`src/rtl/activity_led_monitor_if.sv`:
```
// Signal bundle between the core-side activity sources and the LED monitor.
// master drives enables, watched signals and mode; slave returns activity and LED drive.
interface activity_led_monitor_if #(
    parameter int unsigned CHANNELS = 2,
    parameter int unsigned WIDTH    = 2
);
    localparam int unsigned CH_W = $clog2(CHANNELS) + 1;

    logic [CHANNELS-1:0]       en;
    logic [CHANNELS*WIDTH-1:0] watch;
    logic                      mode;
    logic [CHANNELS-1:0]       act;
    logic                      led;
    logic [CH_W-1:0]           led_ch;

    modport master (
        output en, watch, mode,
        input  act, led, led_ch
    );

    modport slave (
        input  en, watch, mode,
        output act, led, led_ch
    );
endinterface

```
`src/rtl/activity_led_monitor.sv`:
```
// Multi-channel activity detector: any toggle on a channel's watched bundle holds its
// activity flag for TIMEOUT cycles; channels combine into one solid or blinking LED.
module activity_led_monitor #(
    parameter int unsigned CHANNELS  = 2,
    parameter int unsigned WIDTH     = 2,
    parameter int unsigned TIMEOUT   = 1000000,
    parameter int unsigned BLINK_DIV = 2800000,
    parameter int unsigned CW        = $clog2(TIMEOUT + 1)
) (
    input  logic                  clk_sys,
    input  logic                  reset,
    activity_led_monitor_if.slave bus
);
    localparam int unsigned CH_W = $clog2(CHANNELS) + 1;
    localparam int unsigned DW   = (BLINK_DIV > 1) ? $clog2(BLINK_DIV) : 1;

    localparam logic [CW-1:0] TIMEOUT_C = CW'(TIMEOUT);
    localparam logic [DW-1:0] DIV_LAST  = DW'(BLINK_DIV - 1);

    logic [CHANNELS*WIDTH-1:0] prev_q;
    logic                      primed_q;
    logic [CW-1:0]             cnt_q    [CHANNELS];
    logic [CW-1:0]             cnt_next [CHANNELS];
    logic [CHANNELS-1:0]       toggle_c;
    logic [CHANNELS-1:0]       act_q;
    logic [CHANNELS-1:0]       act_next;
    logic [DW-1:0]             div_q;
    logic [DW-1:0]             div_next;
    logic                      phase_q;
    logic                      phase_next;
    logic                      led_q;
    logic                      led_next;
    logic [CH_W-1:0]           led_ch_q;
    logic [CH_W-1:0]           led_ch_next;

    // Per-channel retrigger / countdown; disable has priority over a toggle
    always_comb begin
        toggle_c = '0;
        cnt_next = cnt_q;
        act_next = '0;
        for (int c = 0; c < int'(CHANNELS); c++) begin
            toggle_c[c] = primed_q & bus.en[c] &
                          (|(bus.watch[c*WIDTH +: WIDTH] ^ prev_q[c*WIDTH +: WIDTH]));
            if (!bus.en[c]) begin
                cnt_next[c] = '0;
            end else if (toggle_c[c]) begin
                cnt_next[c] = TIMEOUT_C;
            end else if (cnt_q[c] != '0) begin
                cnt_next[c] = cnt_q[c] - CW'(1);
            end
            act_next[c] = (cnt_next[c] != '0);
        end
    end

    // Blink divider runs only while something is already active, so new activity lights at once
    always_comb begin
        div_next   = '0;
        phase_next = 1'b1;
        if (|act_q) begin
            if (div_q == DIV_LAST) begin
                div_next   = '0;
                phase_next = ~phase_q;
            end else begin
                div_next   = div_q + DW'(1);
                phase_next = phase_q;
            end
        end
    end

    // LED drive and lowest active channel index, aligned with act
    always_comb begin
        led_next    = (|act_next) & (bus.mode ? phase_next : 1'b1);
        led_ch_next = '0;
        for (int c = int'(CHANNELS) - 1; c >= 0; c--) begin
            if (act_next[c]) begin
                led_ch_next = CH_W'(c);
            end
        end
    end

    always_ff @(posedge clk_sys or posedge reset) begin
        if (reset) begin
            prev_q   <= '0;
            primed_q <= 1'b0;
            for (int c = 0; c < int'(CHANNELS); c++) begin
                cnt_q[c] <= '0;
            end
            act_q    <= '0;
            div_q    <= '0;
            phase_q  <= 1'b1;
            led_q    <= 1'b0;
            led_ch_q <= '0;
        end else begin
            prev_q   <= bus.watch;
            primed_q <= 1'b1;
            cnt_q    <= cnt_next;
            act_q    <= act_next;
            div_q    <= div_next;
            phase_q  <= phase_next;
            led_q    <= led_next;
            led_ch_q <= led_ch_next;
        end
    end

    assign bus.act    = act_q;
    assign bus.led    = led_q;
    assign bus.led_ch = led_ch_q;

endmodule
```
`src/flat_wrapper.sv`:
```
// flat-port wrapper written by rule: the top's interface ports become plain ports
module activity_led_monitor_flat 
#(
    parameter int unsigned CHANNELS  = 2,
    parameter int unsigned WIDTH     = 2,
    parameter int unsigned TIMEOUT   = 1000000,
    parameter int unsigned BLINK_DIV = 2800000,
    parameter int unsigned CW        = $clog2(TIMEOUT + 1)
)
  (clk_sys, reset, bus_en, bus_watch, bus_mode, bus_act, bus_led, bus_led_ch);
  activity_led_monitor_if #(.CHANNELS(CHANNELS), .WIDTH(WIDTH)) bus_i ();
  input  logic clk_sys;
  input  logic reset;
  input wire logic [$bits(bus_i.en)-1:0] bus_en;
  input wire logic [$bits(bus_i.watch)-1:0] bus_watch;
  input wire logic [$bits(bus_i.mode)-1:0] bus_mode;
  output wire logic [$bits(bus_i.act)-1:0] bus_act;
  output wire logic [$bits(bus_i.led)-1:0] bus_led;
  output wire logic [$bits(bus_i.led_ch)-1:0] bus_led_ch;
  assign bus_i.en = bus_en;
  assign bus_i.watch = bus_watch;
  assign bus_i.mode = bus_mode;
  assign bus_act = bus_i.act;
  assign bus_led = bus_i.led;
  assign bus_led_ch = bus_i.led_ch;
  activity_led_monitor #(.CHANNELS(CHANNELS), .WIDTH(WIDTH), .TIMEOUT(TIMEOUT), .BLINK_DIV(BLINK_DIV), .CW(CW)) u_core (.clk_sys(clk_sys), .reset(reset), .bus(bus_i));
endmodule
```
`config.mk`:
```
export PLATFORM = sky130hd
export DESIGN_NAME = activity_led_monitor_flat
export DESIGN_NICKNAME = d
export VERILOG_FILES = /design/src/rtl/activity_led_monitor_if.sv /design/src/rtl/activity_led_monitor.sv /design/src/flat_wrapper.sv
export SDC_FILE = /design/constraint.sdc
export NUM_CORES = 1
export LEC_CHECK = 0
export ABC_AREA = 1
export CAP_MARGIN = 20
export CORE_MARGIN = 2
export CORE_UTILIZATION = 56
export CTS_CLUSTER_DIAMETER = 150
export DETAILED_ROUTE_END_ITERATION = 12
export PLACE_DENSITY = 0.82
export SLEW_MARGIN = 20
export SYNTH_ARGS = -nofsm -noshare
export SYNTH_HDL_FRONTEND = slang
export SYNTH_SLANG_ARGS = --single-unit
```
`constraint.sdc`:
```
create_clock -name clk_sys -period 2.75 [get_ports clk_sys]
set_input_delay 0.825 -clock clk_sys [delete_from_list [all_inputs] [get_ports clk_sys]]
set_output_delay 0.825 -clock clk_sys [all_outputs]
set_load 0.02 [all_outputs]
```
[Word level (Yosys, flattened, before mapping)]
Index checks and enable logic that the tools add are counted.
Cells by class
  multiplexer cells: 13
  eq/ne operators: 1
  add/sub/neg operators: 3
  reductions and logical operators: 8
  bitwise operators: 8
Operator list (count)
  20-bit two-way mux: 6
  20-bit nonzero test: 4
  22-bit two-way mux: 2
  20-bit by 1-bit subtractor with 20-bit output (second input constant): 2
  22-bit by 1-bit adder with 22-bit output (second input constant): 1
  22-bit equality test (second input constant): 1
  2-bit OR reduction: 4
  1-bit AND: 5
  1-bit two-way mux: 5
  2-bit XOR: 2
  1-bit inverter: 1
Storage, ports and cells
  logic and storage cells: 42
  input port bits: 9
  output and inout port bits: 5
  register bits: 72

[Longest topological paths before layout]
  depth after elaboration: 8
  gate-level depth with buffers: 15
  gate-level depth less buffers: 15

[Worst setup path before layout]
OpenSTA, ideal clock, no wires.
  path kind: input to register
  start point: input port bus_watch[1]
  end point: register u_core.led_q, in the netlist u_core.bus.led
  arrival time: 1.923 ns
  path slack: 0.710 ns
  buffers on the path: 1
  setup time: 0.117 ns
  required time: 2.633 ns
  cell stages on the path: 12
  cell sequence: inv_1 nand2_1 nand2_1 a21oi_2 nor2_1 buf_2 nand3_1 nand2_1 nor2_1 nand4_1 nor2_1 nor2_1
On the way
  cells in the longest elaborated chain, start to end: 8
RTL lines
  from (decl): line flat_wrapper.sv:15  | input wire logic [$bits(bus_i.watch)-1:0] bus_watch;
  2-bit XOR: line activity_led_monitor.sv:43  | (|(bus.watch[c*WIDTH +: WIDTH] ^ prev_q[c*WIDTH +: WIDTH]));
  2-bit OR reduction: line activity_led_monitor.sv:43
  1-bit AND: line activity_led_monitor.sv:42  | toggle_c[c] = primed_q & bus.en[c] &
  20-bit two-way mux: line activity_led_monitor.sv:46  | end else if (toggle_c[c]) begin
  20-bit two-way mux: line activity_led_monitor.sv:44  | if (!bus.en[c]) begin
  20-bit nonzero test: line activity_led_monitor.sv:51  | act_next[c] = (cnt_next[c] != '0);
  named net u_core.act_next[0]: line activity_led_monitor.sv:26  | logic [CHANNELS-1:0] act_next;
  2-bit OR reduction: line activity_led_monitor.sv:72  | led_next = (|act_next) & (bus.mode ? phase_next : 1'b1);
  1-bit AND: line activity_led_monitor.sv:72
  named net u_core.led_next: line activity_led_monitor.sv:32  | logic led_next;
  to (signal assigned): line activity_led_monitor.sv:100  | led_q <= led_next;
  to (decl): line activity_led_monitor.sv:31  | logic led_q;
The timed path passes the listed nets, and every way through them passes these cells.

[Final worst setup path]
  start point: input port bus_en[1]
  end point: register u_core.led_q, in the netlist u_core.bus.led
On the way
  cells in the longest elaborated chain, start to end: 7
RTL lines
  from (decl): line flat_wrapper.sv:14  | input wire logic [$bits(bus_i.en)-1:0] bus_en;
  1-bit AND (2 in a row): line activity_led_monitor.sv:42
  20-bit two-way mux: line activity_led_monitor.sv:46
  20-bit two-way mux (*): line activity_led_monitor.sv:44
  20-bit nonzero test (*): line activity_led_monitor.sv:51
  named net u_core.act_next[1]: line activity_led_monitor.sv:26
  2-bit OR reduction (*): line activity_led_monitor.sv:72
  1-bit AND (*): line activity_led_monitor.sv:72
  named net u_core.led_next: line activity_led_monitor.sv:32
Mark *: on every way through the listed nets, which the timed path passes. The rest lies on a longest branch.

==> PnR_summary.wiki <==
{| class="wikitable"
! Metric !! Value
|-
| Post-synthesis sequential area ratio || 0.398
|-
| Netlist Area Pre-Place || 4530 µm²
|-
| Tot Pwr || approximately 4.7 mW
|-
| Proportion of register bits with asynchronous set or reset after synthesis || 1.00
|-
| Class of the most critical hold timing path || reg2reg
|-
| WL per Instance || between 10 and 15 µm
|-
| Utilization after layout || 0.654
|-
| Timing-limited maximum frequency || ~0.40 GHz
|-
| Dominant cell by count in the synthesized netlist || sky130_fd_sc_hd__nand2_1
|-
| Number of global-route vias before repair || 3801
|-
| Slack of the worst reg-to-reg path || 0.46 ns
|-
| Overall overflow remaining after global route || 0
|-
| Filler cell count || 686
|-
| Number of enable flip-flop cells after synthesis || 0
|-
| Reg-to-Reg Start || u_core.cnt_q[20]
|-
| MaxCap Viol Count || 0
|-
| Detailed-route DRC error count || 0
|-
| Largest net degree at the start of global routing || 73
|-
| Slew at the pin closest to its max-slew limit || just under 0.7 ns
|-
| Critical path class || in2reg
|-
| Hold violation total from the final report || 0
|-
| Vert. Die Dim || 93.9 µm
|-
| Top cells by instance count after synthesis || 155 x sky130_fd_sc_hd__nand2_1, 94 x sky130_fd_sc_hd__inv_1, 84 x sky130_fd_sc_hd__nor2_1, 71 x sky130_fd_sc_hd__dfrtp_1, 61 x sky130_fd_sc_hd__nand3_1
|-
| Core Region || 7770 µm²
|-
| Final min period || 2.49 ns
|-
| Total length of routed wires || 9830 µm
|-
| Diodes inserted || 0
|-
| Number of setup buffers added after CTS || 0
|-
| Clock transition time at the flip-flop clock pins of the worst setup and hold paths || 0.08 ns
|-
| Clock tree from TritonCTS || built
|-
| Avg Cell Area, Syn || 7.27 µm²
|-
| Power density over the cells || 934 nW/µm²
|-
| Detail Placement HPWL || 7350 µm
|-
| Net switching power of the design || 2.08 mW
|-
| Fraction of power consumed by sequential logic || 0.319
|-
| Quantity of I/O buffers inserted on ports || 12
|-
| Antenna violations before repair || 0
|-
| Remaining number of nets flagged by the antenna check after routing || 0
|-
| Slack of the critical path || 0.261 ns
|-
| Via Count || 3986
|-
| Leakage power || 2.77 nW
|-
| CTS Hold Buffers Added || 0
|-
| Critical path arrival || between 2 and 3 ns
|-
| Effective utilization at floorplan || 0.583
|-
| Chip width || 93.9 µm
|-
| Total I/O pin count || 14
|-
| Part of the power in combinational logic || 0.459
|-
| Fraction of synthesized cell area taken by the top area cell type || 0.392
|-
| Global-route usage over all layers || 0.244
|-
| Count of state elements after synthesis || 72
|-
| Worst-case clock skew || 0.0127 ns
|-
| Average via count per standard cell || 5.26
|-
| Count of cell types in the netlist || 43
|-
| Outcome || completed
|-
| Area growth syn-to-layout || 12.2%
|-
| Biggest area consumer among synthesized cells || sky130_fd_sc_hd__dfrtp_1
|-
| Number of pins exceeding their max-slew limit in the final report || 0
|-
| Share of final-layout standard cells stronger than drive strength 1 || 0.133
|-
| Number of search-and-repair iterations in the first detailed-routing pass || 5
|-
| Worst slack, placed || -0.286 ns
|-
| Period Utilization, post-route || 0.905
|-
| Violation count after the first detailed-routing iteration || 220
|-
| Synth Instances || 623
|-
| Unrepaired setup endpoints after global routing || no
|-
| Path depth of the worst reg2reg path || 11
|-
| Std cell rows || 32
|-
| Top area cells in the synthesized netlist || sky130_fd_sc_hd__dfrtp_1 39%, sky130_fd_sc_hd__nand2_1 13%, sky130_fd_sc_hd__inv_1 7.8%, sky130_fd_sc_hd__nor2_1 7.0%, sky130_fd_sc_hd__nand3_1 6.7%
|-
| Launching element type of the critical path || input port
|-
| RD Place Congestion || 0.993
|-
| Insertion delay of the later-clocked pin in the worst-skew pair || 0.35 ns
|-
| Endpoint of the worst register-to-register path || u_core.bus.led
|-
| Most common flop cell mapped by yosys || sky130_fd_sc_hd__dfrtp_1
|-
| First-pass GRT wire length || between 15000 and 20000 µm
|-
| Synth Warn # || 0
|-
| Worst setup EP type || flip-flop
|-
| Total internal power || approximately 2.7 mW
|-
| CTS buffer count || 9
|-
| Start point of the worst min-delay path || u_core.div_q[0]
|-
| Crit-path max FO || 9
|-
| Endpoint, Worst Hold || u_core.div_q[0]
|-
| Clock Power Share || 0.222
|-
| H-tree depth || 3
|-
| Post-Syn Nets || 637
|-
| Net count of the finished layout || 665
|-
| Worst max-slew margin expressed relative to the limit || 0.549
|-
| Largest voltage drop on the vdd net || between 0.4 and 0.5 mV
|-
| Critical path data required time || about 3.0 ns
|-
| Net switching share of the total power || 0.439
|-
| DIE AREA || 8820 µm²
|-
| Worst hold path stage count || 1
|-
| Clock tree sinks || around 70
|-
| Number of setup violations in the final report || 0
|-
| Max Buffers Root-to-Sink || 2
|-
| Root Driver || sky130_fd_sc_hd__clkbuf_8
|}
cell type report:
| cell class | count | area, µm² | share of cell area |
|---|---|---|---|
| flip-flops and latches | 72 | 1800 | 0.355 |
| multi-input cells | 442 | 2300 | 0.452 |
| clock inverters | 6 | 115 | 0.0227 |
| inverters | 103 | 387 | 0.0761 |
| well taps | 102 | 128 | 0.0251 |
| repair buffers | 23 | 215 | 0.0424 |
| clock buffers | 10 | 138 | 0.0271 |
per-stage QoR:
stage	instances	setup TNS [ns]	hold slack, ns	instance area (µm²)
after floorplan	623	0	0.433	4530
after global placement	742	-0.255	0.446	4830
after detailed placement	742	-0.861	0.456	4830
after CTS	758	0	0.481	5080
after global routing	758	0	0.500	5080
final	758	0	0.480	5080
kinds of logic after synthesis:
group | synth area share
xor gates and xnor gates | 0.0309
other | 0.00166
buffers and inverters | 0.0953
and+or+nand+nor | 0.414
AOI/OAI and AO/OA | 0.0456
DFF | 0.398
adders and majority gates | 0.0138
critical path, cell delays in order:
cell and delay (ns):
sky130_fd_sc_hd__clkdlybuf4s50_1 0.62, sky130_fd_sc_hd__nand2_1 0.09, sky130_fd_sc_hd__a21oi_1 0.23, sky130_fd_sc_hd__nor2_1 0.21
sky130_fd_sc_hd__nand3_1 0.17, sky130_fd_sc_hd__nand4_1 0.11, sky130_fd_sc_hd__nor2_1 0.21, sky130_fd_sc_hd__nand3_2 0.13
sky130_fd_sc_hd__nor2_1 0.11, sky130_fd_sc_hd__nor2_1 0.04
routing by layer:
| layer | share of wire | global-route usage | up-vias |
|---|---|---|---|
| met5 | 0 | 0 | - |
| li1 | - | - | 2015 |
| met1 | 0.48 | 0.350 | 1846 |
| met4 | 0.014 | 0.0870 | 0 |
| met2 | 0.46 | 0.377 | 112 |
| met3 | 0.052 | 0.0369 | 13 |
how the worst max path moves through the flow:
stage / startpoint / to / cells past startpoint
2_1_floorplan: reset / u_core.bus.act[0] / 1
3_3_place_gp: bus_watch[1] / u_core.bus.led_ch[0] / 11
3_5_place_dp: bus_watch[1] / u_core.bus.led_ch[0] / 11
4_1_cts: bus_watch[1] / u_core.bus.led_ch[0] / 11
5_1_grt: bus_watch[2] / u_core.bus.led_ch[0] / 13
6_report: bus_en[1] / u_core.bus.led / 10
registers in the layout (all words and copies together), names as in the netlist:
register and flops:
u_core.cnt_q 40, u_core.bus.act 2, u_core.bus.led_ch 1, u_core.primed_q 1, u_core.phase_q 1, u_core.prev_q 4
u_core.div_q 22, u_core.bus.led 1
cell usage in the layout (no fill, tap or decap), types with 3 or more instances in the layout:
master	Yosys	routed
sky130_fd_sc_hd__a21oi_1	16	16
sky130_fd_sc_hd__buf_4	1	10
sky130_fd_sc_hd__bufinv_16	0	3
sky130_fd_sc_hd__clkbuf_8	0	10
sky130_fd_sc_hd__clkdlybuf4s50_1	0	12
sky130_fd_sc_hd__dfrtp_1	71	71
sky130_fd_sc_hd__ha_1	5	5
sky130_fd_sc_hd__inv_1	94	93
sky130_fd_sc_hd__inv_2	8	9
sky130_fd_sc_hd__nand2_1	155	155
sky130_fd_sc_hd__nand2_2	8	8
sky130_fd_sc_hd__nand3_1	61	61
sky130_fd_sc_hd__nand3_2	6	6
sky130_fd_sc_hd__nand3b_1	6	6
sky130_fd_sc_hd__nand4_1	20	20
sky130_fd_sc_hd__nor2_1	84	83
sky130_fd_sc_hd__nor2_2	16	17
sky130_fd_sc_hd__nor2_4	5	5
sky130_fd_sc_hd__nor3_1	5	5
sky130_fd_sc_hd__nor4_1	3	3
sky130_fd_sc_hd__o21ai_0	6	6
sky130_fd_sc_hd__o21bai_1	3	3
sky130_fd_sc_hd__xor2_1	15	15
power groups by stage:
| stage | logic (mW) | clock network, mW | registers [mW] |
|---|---|---|---|
| final | 2.18 | 1.05 | 1.51 |
| after detailed placement | 2.14 | 0 | 1.53 |
| after global routing | 2.46 | 1.11 | 1.54 |
| after global placement | 2.09 | 0 | 1.52 |
| after floorplan | 1.73 | 0 | 1.48 |
| after CTS | 2.16 | 1.07 | 1.51 |
what timing repair did:
item | 4_1_cts | 5_1_grt
gates resized for setup | 0 | 1
endpoints found under the setup margin | 0 | 3
endpoints found under the hold margin | 0 | 0
(Power assumes the default switching activity.)
